===== src/rtl/conv_sequencer.sv =====
// conv_sequencer: hardware sequencer for one 3x3 convolution pass over the
// column-stream datapath. It clears the convolver, loads the kernel column by
// column, streams image columns out of the three row BRAMs, and writes every
// complete window result back into BRAM 0 at its pipeline-delayed address.
module conv_sequencer #(
  parameter int BIT_LEN    = 8,
  parameter int NB_ADDRESS = 10,
  parameter int M_LEN      = 3,
  parameter int OUT_LAT    = 6
) (
  input  logic                            CLK100MHZ,
  input  logic                            i_reset_n,
  input  logic                            i_start,
  input  logic [NB_ADDRESS-1:0]           i_ncols,
  input  logic [M_LEN*M_LEN*BIT_LEN-1:0]  i_kernel,
  output logic                            o_conv_reset,
  output logic                            o_selecK_I,
  output logic                            o_valid,
  output logic [M_LEN*BIT_LEN-1:0]        o_kdata,
  output logic [NB_ADDRESS-1:0]           o_read_add,
  output logic [NB_ADDRESS-1:0]           o_write_add,
  output logic                            o_wr_enable,
  output logic                            o_busy,
  output logic                            o_done,
  output logic                            o_error
);

  localparam int KERNEL_W = M_LEN * M_LEN * BIT_LEN;
  localparam int COL_W    = M_LEN * BIT_LEN;

  typedef enum logic [2:0] {
    IDLE,
    CLR,
    KLOAD,
    RUN,
    DRAIN,
    DONE
  } state_t;

  state_t                  state;
  state_t                  state_nxt;
  logic [NB_ADDRESS-1:0]   cnt;
  logic [NB_ADDRESS-1:0]   cnt_nxt;
  logic [NB_ADDRESS-1:0]   ncols_q;
  logic [KERNEL_W-1:0]     kernel_q;
  logic                    accept;
  logic                    error_nxt;

  logic                    conv_reset_nxt;
  logic                    selec_nxt;
  logic                    valid_nxt;
  logic [COL_W-1:0]        kdata_nxt;
  logic [NB_ADDRESS-1:0]   read_add_nxt;
  logic                    busy_nxt;
  logic                    done_nxt;
  logic                    issue_nxt;
  logic                    wr_nxt;

  logic                    tag_vld  [OUT_LAT];
  logic [NB_ADDRESS-1:0]   tag_addr [OUT_LAT];

  // State and phase counter register; cnt is the index within the current phase
  always_ff @(posedge CLK100MHZ or negedge i_reset_n) begin
    if (!i_reset_n) begin
      state <= IDLE;
      cnt   <= '0;
    end else begin
      state <= state_nxt;
      cnt   <= cnt_nxt;
    end
  end

  // Next-state logic plus the values every output will take in the next cycle
  always_comb begin
    state_nxt      = state;
    cnt_nxt        = cnt;
    accept         = 1'b0;
    error_nxt      = 1'b0;
    conv_reset_nxt = 1'b0;
    selec_nxt      = 1'b1;
    valid_nxt      = 1'b0;
    kdata_nxt      = '0;
    read_add_nxt   = '0;
    busy_nxt       = 1'b0;
    done_nxt       = 1'b0;
    issue_nxt      = 1'b0;

    case (state)
      IDLE: begin
        if (i_start) begin
          if (i_ncols >= NB_ADDRESS'(M_LEN)) begin
            accept    = 1'b1;
            state_nxt = CLR;
            cnt_nxt   = '0;
          end else begin
            error_nxt = 1'b1;
          end
        end
      end
      CLR: begin
        state_nxt = KLOAD;
        cnt_nxt   = '0;
      end
      KLOAD: begin
        if (cnt == NB_ADDRESS'(M_LEN - 1)) begin
          state_nxt = RUN;
          cnt_nxt   = '0;
        end else begin
          cnt_nxt = cnt + 1'b1;
        end
      end
      RUN: begin
        if (cnt == ncols_q - NB_ADDRESS'(1)) begin
          state_nxt = DRAIN;
          cnt_nxt   = '0;
        end else begin
          cnt_nxt = cnt + 1'b1;
        end
      end
      DRAIN: begin
        if (cnt == NB_ADDRESS'(OUT_LAT - 1)) begin
          state_nxt = DONE;
          cnt_nxt   = '0;
        end else begin
          cnt_nxt = cnt + 1'b1;
        end
      end
      DONE: begin
        state_nxt = IDLE;
        cnt_nxt   = '0;
      end
      default: begin
        state_nxt = IDLE;
        cnt_nxt   = '0;
      end
    endcase

    busy_nxt       = (state_nxt != IDLE);
    done_nxt       = (state_nxt == DONE);
    conv_reset_nxt = (state_nxt == CLR);
    selec_nxt      = (state_nxt != KLOAD);
    valid_nxt      = (state_nxt == KLOAD) || (state_nxt == RUN) || (state_nxt == DRAIN);
    issue_nxt      = (state_nxt == RUN);

    if (state_nxt == KLOAD) begin
      for (int j = 0; j < M_LEN; j++) begin
        if (cnt_nxt == NB_ADDRESS'(j)) begin
          kdata_nxt = kernel_q[j*COL_W +: COL_W];
        end
      end
    end

    if (state_nxt == RUN) begin
      read_add_nxt = cnt_nxt;
    end else if (state_nxt == DRAIN) begin
      read_add_nxt = ncols_q - NB_ADDRESS'(1);
    end
  end

  // Capture the column count and kernel when a start is accepted
  always_ff @(posedge CLK100MHZ or negedge i_reset_n) begin
    if (!i_reset_n) begin
      ncols_q  <= '0;
      kernel_q <= '0;
    end else if (accept) begin
      ncols_q  <= i_ncols;
      kernel_q <= i_kernel;
    end
  end

  // Column-tag pipe: stage k holds the address issued k cycles ago
  always_ff @(posedge CLK100MHZ or negedge i_reset_n) begin
    if (!i_reset_n) begin
      for (int k = 0; k < OUT_LAT; k++) begin
        tag_vld[k]  <= 1'b0;
        tag_addr[k] <= '0;
      end
    end else begin
      tag_vld[0]  <= issue_nxt;
      tag_addr[0] <= read_add_nxt;
      for (int k = 1; k < OUT_LAT; k++) begin
        tag_vld[k]  <= tag_vld[k-1];
        tag_addr[k] <= tag_addr[k-1];
      end
    end
  end

  // A tag leaving the pipe is a full window only once M_LEN columns have entered
  assign wr_nxt = tag_vld[OUT_LAT-1] && (tag_addr[OUT_LAT-1] >= NB_ADDRESS'(M_LEN - 1));

  // Output registers, loaded with the values decoded for the coming cycle
  always_ff @(posedge CLK100MHZ or negedge i_reset_n) begin
    if (!i_reset_n) begin
      o_conv_reset <= 1'b0;
      o_selecK_I   <= 1'b1;
      o_valid      <= 1'b0;
      o_kdata      <= '0;
      o_read_add   <= '0;
      o_write_add  <= '0;
      o_wr_enable  <= 1'b0;
      o_busy       <= 1'b0;
      o_done       <= 1'b0;
      o_error      <= 1'b0;
    end else begin
      o_conv_reset <= conv_reset_nxt;
      o_selecK_I   <= selec_nxt;
      o_valid      <= valid_nxt;
      o_kdata      <= kdata_nxt;
      o_read_add   <= read_add_nxt;
      o_wr_enable  <= wr_nxt;
      o_busy       <= busy_nxt;
      o_done       <= done_nxt;
      o_error      <= error_nxt;
      if (wr_nxt) begin
        o_write_add <= tag_addr[OUT_LAT-1] - NB_ADDRESS'(M_LEN - 1);
      end
    end
  end

endmodule


===== config.mk =====
export PLATFORM = sky130hd
export DESIGN_NAME = conv_sequencer
export DESIGN_NICKNAME = d
export VERILOG_FILES = /design/src/rtl/conv_sequencer.sv
export SDC_FILE = /design/constraint.sdc
export NUM_CORES = 1
export LEC_CHECK = 0
export ABC_AREA = 1
export BUFFER_PORTS_ARGS = -buffer_cell sky130_fd_sc_hd__buf_4
export CORE_MARGIN = 1
export CORE_UTILIZATION = 35
export CTS_CLUSTER_DIAMETER = 40
export CTS_CLUSTER_SIZE = 14
export DETAILED_ROUTE_END_ITERATION = 12
export PLACE_DENSITY_LB_ADDON = 0.05
export SYNTH_ARGS = -nofsm -noshare
export SYNTH_HDL_FRONTEND = slang
export SYNTH_SLANG_ARGS = --single-unit

===== constraint.sdc =====
create_clock -name CLK100MHZ -period 6.8 [get_ports CLK100MHZ]
set_input_delay 2.04 -clock CLK100MHZ [delete_from_list [all_inputs] [get_ports CLK100MHZ]]
set_output_delay 2.04 -clock CLK100MHZ [all_outputs]
set_load 0.05 [all_outputs]

# --- Word level (Yosys, flattened, before mapping) ---
# Cells that the tools add are included.
word_totals:
  register_bits: 202
  in_bits: 85
  out_inout_bits: 51
classes:
  n_addsub: 3
  order_cmp: 2
  eq_ne: 15
  muxes: 24
  n_reduce_logical: 6
ops:
  columns: ["operator", "n"]
  rows:
  - ["two-way mux 24 bit", 4]
  - ["two-way mux 10 bit", 7]
  - ["one-hot mux 10 bit (4 select lines)", 1]
  - ["== test 10 x 2 -> 1 bit, second input constant", 2]
  - [">= comparator 10 x 2 -> 1 bit, second input constant", 2]
  - ["two-way mux 3 bit", 5]
  - ["one-hot mux 3 bit (5 select lines)", 1]
  - ["== test 3 x 2 -> 1 bit, second input constant", 4]
  - ["adder 10 x 1 -> 10 bit, second input constant", 1]
  - ["== test 10 x 1 -> 1 bit, second input constant", 1]
  - ["== test 10 bit", 1]
  - ["== test 10 x 3 -> 1 bit, second input constant", 1]
  - ["zero test 10 bit", 1]
  - ["subtractor 10 x 1 -> 10 bit, second input constant", 1]
  - ["subtractor 10 x 2 -> 10 bit, second input constant", 1]
  - ["== test 3 bit, second input constant", 3]
  - ["== test 3 x 1 -> 1 bit, second input constant", 2]
  - ["two-way mux 1 bit", 6]
  - ["zero test 3 bit", 1]
  - ["inequality test 3 x 2 -> 1 bit, second input constant", 1]
  - ["nonzero test 3 bit", 1]
  - ["logical OR 1 bit", 2]
  - ["logical AND 1 bit", 1]

# --- Longest topological paths before layout ---
# Gate-level depths: netlist of run 1.
logic_depth:
  depth_word: 9
  mapped_depth: 24
  ltp_nobuf: 23

# --- Worst setup path after synthesis of run 1 ---
# Ideal clock, no wire load.
synth_timing:
  path_kind: "input port to flip-flop"
  from: "input port i_ncols[9]"
  to: "register o_kdata[10]"
  setup_ps: 113
  t_arrival_ps: 3512
  t_required_ps: 6687
  slack_ps: 3175
  stages: 18
  n_path_buf: 1
  path_cell_list: "nor2_1 -> nand2_1 -> nor2_1 -> nand2_1 -> nand2_1 -> nor2_1 -> inv_1 -> o21ai_0 -> nor2_1 -> nand2_1 -> inv_1 -> nand2_1 -> inv_1 -> buf_2 -> nand2_1 -> inv_1 -> nand2_1 -> inv_1"
synth_rtl:
  columns: ["element", "line", "text"]
  rows:
  - ["start, declared", "14", "input logic [NB_ADDRESS-1:0] i_ncols,"]
  - [">= comparator 10 x 2 -> 1 bit", "91", "if (i_ncols >= NB_ADDRESS'(M_LEN)) begin"]
  - ["two-way mux 3 bit", "91", null]
  - ["two-way mux 3 bit", "90", "if (i_start) begin"]
  - ["one-hot mux 3 bit (5 select lines)", "88", "case (state)"]
  - ["via state_nxt[0]", "41", "state_t state_nxt;"]
  - ["== test 3 x 2 -> 1 bit", "145", "if (state_nxt == KLOAD) begin"]
  - ["two-way mux 24 bit", "145", null]
  - ["via kdata_nxt[10]", "52", "logic [COL_W-1:0] kdata_nxt;"]
  - ["end signal, assigned", "208", "o_kdata <= kdata_nxt;"]
  - ["end, declared", "19", "output logic [M_LEN*BIT_LEN-1:0] o_kdata,"]
# The timed path passes the listed nets, and every way through them passes these cells.
# A chain may end at the register's enable or synchronous reset.

# --- Worst setup path after layout of run 1 ---
layout_timing:
  from: "input port i_ncols[9]"
  to: "register o_kdata[10]"
layout_between:
  elab_chain_cells: 9
layout_lines:
  columns: ["element", "line", "text"]
  rows:
  - [">= comparator 10 x 2 -> 1 bit (*)", "91", null]
  - ["two-way mux 10 bit (*)", "91", null]
  - ["two-way mux 10 bit (*)", "90", null]
  - ["one-hot mux 10 bit (4 select lines) (*)", "88", null]
  - ["via cnt_nxt[4]", "43", "logic [NB_ADDRESS-1:0] cnt_nxt;"]
  - ["zero test 10 bit", "147", "if (cnt_nxt == NB_ADDRESS'(j)) begin"]
  - ["two-way mux 24 bit (2 in series)", "147", null]
  - ["two-way mux 24 bit (*)", "147", null]
  - ["two-way mux 24 bit (*)", "145", null]
  - ["via kdata_nxt[10]", "52", null]
# Mark *: on every way through the listed nets, which the timed path passes. The rest lies on a longest branch.

==> results of run 1 <==
==> logic make-up after synthesis <==
kind of cell	after synthesis
flops	202
buf+inv	172
xor+xnor	12
compound gates	69
simple gates	540
fa+ha+maj	5
==> synth_stat cells <==
cell type	count
a211oi_1	1
a21oi_1	1
a31oi_1	1
buf_1	2
buf_2	4
buf_4	12
buf_6	13
clkbuf_1	17
dfrtp_1	201
dfstp_2	1
ha_1	5
inv_1	120
inv_2	4
nand2_1	325
nand2_2	9
nand2_4	2
nand3_1	121
nand3_2	19
nand3_4	1
nand3b_1	2
nand3b_2	1
nand4_1	5
nor2_1	33
nor2_2	7
nor2_4	7
nor2_8	1
nor3_1	4
nor4_1	3
o21a_1	1
o21ai_0	59
o22ai_1	6
xnor2_1	3
xor2_1	9
==> routing by layer <==
metal | vias up | wire (µm) | global-route usage (%)
met5 | - | 0 | 0
met1 | 3012 | 10100 | 23.8
met3 | 30 | 1070 | 3.06
met4 | 0 | 425 | 4.72
li1 | 3369 | - | -
met2 | 152 | 8870 | 24.5
==> power by group <==
part	leakage, µW	total, µW	switching [µW]	internal, µW
combinational	0.00292	1770	1280	496
sequential	0.00255	1610	135	1480
clock	0.000489	1500	595	904
total	0.00596	4890	2010	2880
==> per-stage QoR <==
| stage | area (µm²) | cells |
|---|---|---|
| 6_report | 11000 | 1472 |
| 2_1_floorplan | 8850 | 1000 |
| 5_1_grt | 11000 | 1472 |
| 3_5_place_dp | 10000 | 1416 |
| 4_1_cts | 11000 | 1472 |
| 3_3_place_gp | 10000 | 1416 |
==> final timing paths <==
path                                    from            to  slack, ns  depth (start not counted)
worst max-delay path              i_ncols[9]   o_kdata[10]       2.68                         18
worst min-delay path            tag_addr[15]   tag_addr[5]       0.34                          0
worst max register to register    ncols_q[0]   o_kdata[12]       3.11                         20
worst min register to register  tag_addr[15]   tag_addr[5]       0.34                          0
max in group asynchronous          i_reset_n  kernel_q[66]       4.16                          2
min in group asynchronous          i_reset_n  tag_addr[27]       1.66                          1
==> worst reg2reg max path, stage by stage, from the launching register on <==
cell	delay (ns)
dfrtp_1	0.40
inv_2	0.13
ha_1	0.26
nand2_2	0.10
nor2_2	0.15
nand2_1	0.07
nand2_1	0.11
nor2_1	0.05
nor2_1	0.14
nand2_1	0.08
nor2_2	0.11
nand2_2	0.24
nand3_2	0.17
nand2_2	0.07
nor2_4	0.11
nand2_4	0.10
nor2_4	0.62
nand2_4	0.36
nand3_1	0.24
nand2_1	0.06
inv_1	0.05
==> flip-flops by register name (all words and copies together), names as in the netlist <==
register      cells
o_read_add       10
o_write_add      10
ncols_q          10
tag_vld           6
o_done            1
cnt              10
o_wr_enable       1
state             3
o_error           1
o_busy            1
o_conv_reset      1
tag_addr         50
kernel_q         72
o_kdata          24
o_valid           1
o_selecK_I        1
==> cell type report <==
cell class	instances	area share [%]
inverters	124	4.23
clock inverters	21	1.86
flip-flops and latches	202	45.9
clock buffers	35	7.27
multi-input cells	626	27.3
repair buffers	140	9.71
well taps	324	3.68
==> results.md, run 1 <==
- Adder-cell share of the synthesized area: less than 1%
- Post-Synth XOR/XNOR Area: 1.19%
- Setup ws final: 2.68 ns
- VDD IR max: between 0.0002 and 0.00025 V
- Final Wtd Congestion: roughly 0.83
- Largest family of logic cells by synthesized area: simple AND/OR/NAND/NOR gates
- Core footprint: between 20,000 and 25,000 µm²
- DR WL/cell: between 10 and 15 µm
- Pre-CTS setup slack: ~2.1 ns
- Worst setup EP type: flip-flop
- Post-synthesis mux area share: 0%
- Die area: 25,900 µm²
- Fin. max-slew vios: 0
- Max clock buf depth: 3
- CTS tree: built
- GRT Total Usage: 16.3%
- Kind of critical path: in2reg
- Synth Area in Simple Gates: between 20% and 30%
- DP Wirelength: roughly 13,000 µm
- Via Count: ~6,600
- Share of cells above drive strength 1: between 20% and 30%
- IO Pins: ~140
- Max-cap violations: 0
- Hold Buf Count CTS: 0
- Worst clock skew: around 0.0096 ns
- Via-per-instance ratio: about 4.5
- Main area contributors after synthesis: dfrtp_1 (57%), nand2_1 (14%), nand3_1 (6.8%)
- Most frequent cells in the layout: nand2_1 (325), dfrtp_1 (201), buf_4 (138)
- CP Launch Type: input pin
- Sequential standard cell area: 5060 µm²
- Synthesized cell area: 8850 µm²
- WHS: 0.340 ns
- CP arrival: between 4 and 5 ns
- Ys Warns: 0
- Fill cells: ~2,500
- Post-route clock period utilization: between 60% and 70%
- Delay-heaviest family, CP: simple AND/OR/NAND/NOR gates
- Area occupied by multi-input gates: between 3000 and 4000 µm²
- Initial Util: 36.1%
- Drt total wl: between 20,000 and 25,000 µm
- Initial antenna violation count: 0
- Clk slew on worst S/H paths: ~0.060 ns
- Commonest non-fill, non-tap cell in the layout: nand2_1
- Remaining antenna violation count after routing: 0
- Top cell type's share of synthesized area: between 50% and 60%
- # setup viols final: 0
- Synth Register Bits: between 200 and 250
- Post-Syn Nets: approximately 1,100
- FP Rows: 57
- DRT Pass-1 Iters: 5
- Total Nets Final: between 1,000 and 1,500
- Clk root buf: clkbuf_16
- First-pass GRT wire length: approximately 34,000 µm
- Leak: a little under 0.006 µW
- Status: finished, final reports clean
- Synth unique cells: 33
- Num Clock Sinks: 202
- Cell Chain, Critical Path: buf_4 -> nor2_1 -> nand2_1 -> nor2_1 -> nand2_1 -> nand2_1 -> nand2_1 -> o22ai_1 -> inv_1 -> nand3_2 -> nor2_2 -> nand2_2 -> nor2_8 -> buf_4 -> nand3_1 -> nand3_1 -> nand2_1 -> inv_1
- Power Density: 444 nW/µm²
- Rel. slew slack: approximately a quarter
- Syn-to-layout area delta: 24.4%
- Die Span Y: 161 µm
- Post-CTS sizing: 0
- Vias in the first global route: 6,484
- DR DRC count: 0
- Critical path fanouts, max: 53
- Initial DRC Count: 335
- CTS Buf Count: 30
- PortBufs: 135
- Compound-Gate Fraction of Synth Area: 4.06%
- Setup TNS: 0 ns
- Clk_lat worst skew: 0.53 ns
- Crit-path slowest cell: buf_4
- Largest net degree at the start of global routing: approximately 120
- Sequential element share of the synthesized area: ~57%
- Grt ovf: 0
- Gate Count Post-Synth: around 1,000
- Yosys top cell by area: dfrtp_1
- H-tree depth: 1
- Final core utilization: ~45%
- Worst path required time: 7.27 ns
- Post-layout min period: slightly above 4 ns
- RSZ-0062 raised after global routing: no
- Worst min path class: reg2reg
- WP buf/inv: 4
- DIE WIDTH: about 160 µm
- Slew @ Worst Pin: roughly 1.1 ns
- Total chip power: ~5000 µW
- Diodes inserted: 0
- Final hold violations: 0
- Postcts setup bufs: 0
- Max Fclk: 243 MHz
- Most frequent CP cell: nand2_1
- CP max stage delay: about 0.55 ns
- Syn avg cell area: approximately 8.9 µm²
Note: power is estimated with default switching activity, not from simulation.
==> run 2: changes to the inputs <==
==> constraint.sdc (replaced) <==
create_clock -name CLK100MHZ -period 3.31 [get_ports CLK100MHZ]
set_input_delay 0.993 -clock CLK100MHZ [delete_from_list [all_inputs] [get_ports CLK100MHZ]]
set_output_delay 0.993 -clock CLK100MHZ [all_outputs]
set_load 0.05 [all_outputs]
==> run 2 against run 1 <==
  * Die area is the same
  * Design area grew 3.4%
  * Flip-flop and latch count is the same
  * Sequential share of layout area shrank 1.5 points
  * Via count grew 2.1%
  * Register-to-register slack lost 2.8 ns
  * Routed wire length grew 2.1%
  * Worst setup slack lost 2.3 ns
  * Critical path depth shrank 2
  * Final cell count grew 2.0%
  * Clock power grew 130%
  * Largest cell class unchanged
==> results.md, run 2 (synthesis results as in run 1) <==
- Status: finished, final reports clean (unchanged)
- Via-per-instance ratio: 4.46 (about the same)
- Via Count: 6,699 (was 6,563)
- Max-cap violations: 0 (unchanged)
- VDD IR max: 0.000489 V (was 0.000232 V)
- Crit-path slowest cell: o21ai_0 (was buf_4)
- Clk root buf: clkbuf_16 (unchanged)
- FP Rows: 57 (unchanged)
- Power Density: 933 nW/µm² (was 444 nW/µm²)
- Fill cells: 2,469 (was 2,474)
- Reg2reg start: ncols_q[1] (was ncols_q[0])
- Commonest non-fill, non-tap cell in the layout: nand2_1 (unchanged)
- Max Fclk: between 300 and 400 MHz
- Reg2reg setup slack: 0.35 ns (was 3.11 ns)
- Most frequent cells in the layout: nand2_1 (325), dfrtp_1 (201), buf_4 (158) (was nand2_1 (325), dfrtp_1 (201), buf_4 (138))
- Setup ws final: 0.348 ns (was 2.68 ns)
- Kind of critical path: reg2reg (was in2reg)
- CP Launch Type: flip-flop (was input pin)
- Max clock buf depth: 3 (unchanged)
- Final hold violations: 0 (unchanged)
- RSZ-0062 raised after global routing: no (unchanged)
- Worst Hold Path EP: tag_addr[35] (was tag_addr[5])
- Vias in the first global route: 6,666 (was 6,484)
- PortBufs: 135 (unchanged)
- IO Pins: 136 (unchanged)
- Grt ovf: 0 (unchanged)
- Largest net degree at the start of global routing: 118 (unchanged)
- DR WL/cell: 13.9 µm (about the same)
- DRT Pass-1 Iters: 4 (was 5)
- Max reg flops: 72 (unchanged)
- Initial DRC Count: 264 (was 335)
- First-pass GRT wire length: 34,600 µm (was 33,900 µm)
- Leak: 0.00616 µW (was 0.00596 µW)
- Total Nets Final: 1,243 (was 1,214)
- Pre-CTS setup slack: -0.138 ns (was 2.13 ns)
- Number of instances in the placed design: 1,441 (was 1,416)
- GRT Total Usage: 16.7% (was 16.3%)
- CP arrival: 3.33 ns (was 4.59 ns)
- Initial Util: 36.1% (unchanged)
- Core footprint: 24,500 µm² (unchanged)
- DP Wirelength: 13,800 µm (was 13,400 µm)
- Final core utilization: 46.4% (was 44.9%)
- Worst Hold Launch: tag_addr[45] (was tag_addr[15])
- Num Clock Sinks: 202 (unchanged)
- Worst path required time: 3.68 ns (was 7.27 ns)
- Fin cells: 1,502 (was 1,472)
- Biggest register: kernel_q (unchanged)
- Hold Buf Count CTS: 0 (unchanged)
- DR DRC count: 0 (unchanged)
- Critical R2R Capture: o_read_add[1] (was o_kdata[12])
- CTS tree: built (unchanged)
- CTS Buf Count: 34 (was 30)
- Cell Chain, Critical Path: inv_1 -> ha_1 -> nand2_2 -> nor2_2 -> nand2_1 -> nand2_1 -> nand2_1 -> nand2_1 -> nand3_1 -> nor2_4 -> nand2_2 -> buf_4 -> o21ai_0 -> o21a_1 -> nand2_1 -> o21ai_0 (was buf_4 -> nor2_1 -> nand2_1 -> nor2_1 -> nand2_1 -> nand2_1 -> nand2_1 -> o22ai_1 -> inv_1 -> nand3_2 -> nor2_2 -> nand2_2 -> nor2_8 -> buf_4 -> nand3_1 -> nand3_1 -> nand2_1 -> inv_1)
- Clk_lat worst skew: 0.50 ns (was 0.53 ns)
- Worst min path class: reg2reg (unchanged)
- CP max stage delay: 0.41 ns (was 0.55 ns)
- # setup viols final: 0 (unchanged)
- Remaining antenna violation count after routing: 0 (unchanged)
- Final Wtd Congestion: 0.781 (was 0.830)
- Diodes inserted: 0 (unchanged)
- Worst setup EP type: flip-flop (unchanged)
- Syn-to-layout area delta: 28.6% (was 24.4%)
- Worst clock skew: 0.0177 ns (was 0.00956 ns)
- Total chip power: 10,600 µW (was 4890 µW)
- Most frequent CP cell: nand2_1 (unchanged)
- Leading registers by flop count: kernel_q (72), tag_addr (50), o_kdata (24) (unchanged)
- Setup TNS: 0 ns (unchanged)
- Die Span Y: 161 µm (unchanged)
- Fin. max-slew vios: 0 (unchanged)
- H-tree depth: 2 (was 1)
- Rel. slew slack: 51.0% (was 23.6%)
- Critical path fanouts, max: 11 (was 53)
- Share of cells above drive strength 1: 23.6% (was 21.4%)
- Sequential standard cell area: 5060 µm² (unchanged)
- Slew @ Worst Pin: 0.732 ns (was 1.14 ns)
- Postcts setup bufs: 0 (unchanged)
- Drt total wl: 20,900 µm (was 20,500 µm)
- DIE WIDTH: 161 µm (unchanged)
- Clk slew on worst S/H paths: 0.06 ns (about the same)
- Area occupied by multi-input gates: 3020 µm² (was 3010 µm²)
- Hold Path Stages: 0 (unchanged)
- Initial antenna violation count: 0 (unchanged)
- Post-route clock period utilization: around nine tenths
- R2R depth: 16 (was 20)
- Post-layout min period: 2.96 ns
- Die area: 25,900 µm² (unchanged)
==> run 2: cell types whose count changed in the layout (fill, tap and decap cells not counted), moves of 2 or more <==
cell | before | now
clkbuf_16 | 31 | 35
clkinvlp_4 | 3 | 5
clkinv_2 | 5 | 8
buf_4 | 138 | 158
clkinv_8 | 2 | 0
inv_8 | 3 | 0
buf_12 | 1 | 6
==> run 2: cell type report <==
type	count	area share, %
clock inverters	21	1.77
clock buffers	40	8.03
multi-input cells	626	26.5
repair buffers	165	11.6
flip-flops and latches	202	44.4
well taps	324	3.56
inverters	124	4.09
==> run 2: per-layer routing <==
metal / track usage [%] / share of wire (%) / vias to the layer above
met5: 0 / 0 / -
met4: 5.75 / 2.0 / 0
met3: 3.29 / 4.7 / 36
met2: 25.3 / 45 / 129
met1: 23.9 / 49 / 3111
li1: - / - / 3423
==> run 2: worst max-delay path, delay by kind of cell (launching register included) <==
kind	cells	cell delay [ns]
adders and majority gates	1	0.24
AOI/OAI and AO/OA	3	0.83
DFF	1	0.37
and+or+nand+nor	10	1.10
buffers and inverters	2	0.28
==> run 2: metrics by stage <==
step | hold WS, ns | instance area, µm²
3_3_place_gp | 0.332 | 10300
6_report | 0.344 | 11400
2_1_floorplan | 0.331 | 8850
5_1_grt | 0.348 | 11400
3_5_place_dp | 0.335 | 10300
4_1_cts | 0.344 | 11400
==> run 2: worst max-delay path by stage <==
stage,slack (ns),to,from
2_1_floorplan,0.72,o_kdata[10],ncols_q[0]
3_3_place_gp,-0.11,o_kdata[9],i_ncols[9]
3_5_place_dp,-0.14,o_kdata[9],i_ncols[9]
4_1_cts,0.23,o_kdata[9],ncols_q[1]
5_1_grt,0.02,o_kdata[21],ncols_q[0]
6_report,0.35,o_read_add[1],ncols_q[1]
==> run 2: timing repair <==
item	4_1_cts	5_1_grt
pin swaps	0	1
resized for setup	1	2
endpoints found under the setup margin	24	21
==> run 2: where the power goes <==
part / switching, µW / leakage (µW) / internal [µW]
clock network: 1240 / 0.000541 / 2160
logic: 2670 / 0.00306 / 1240
registers: 280 / 0.00255 / 3040
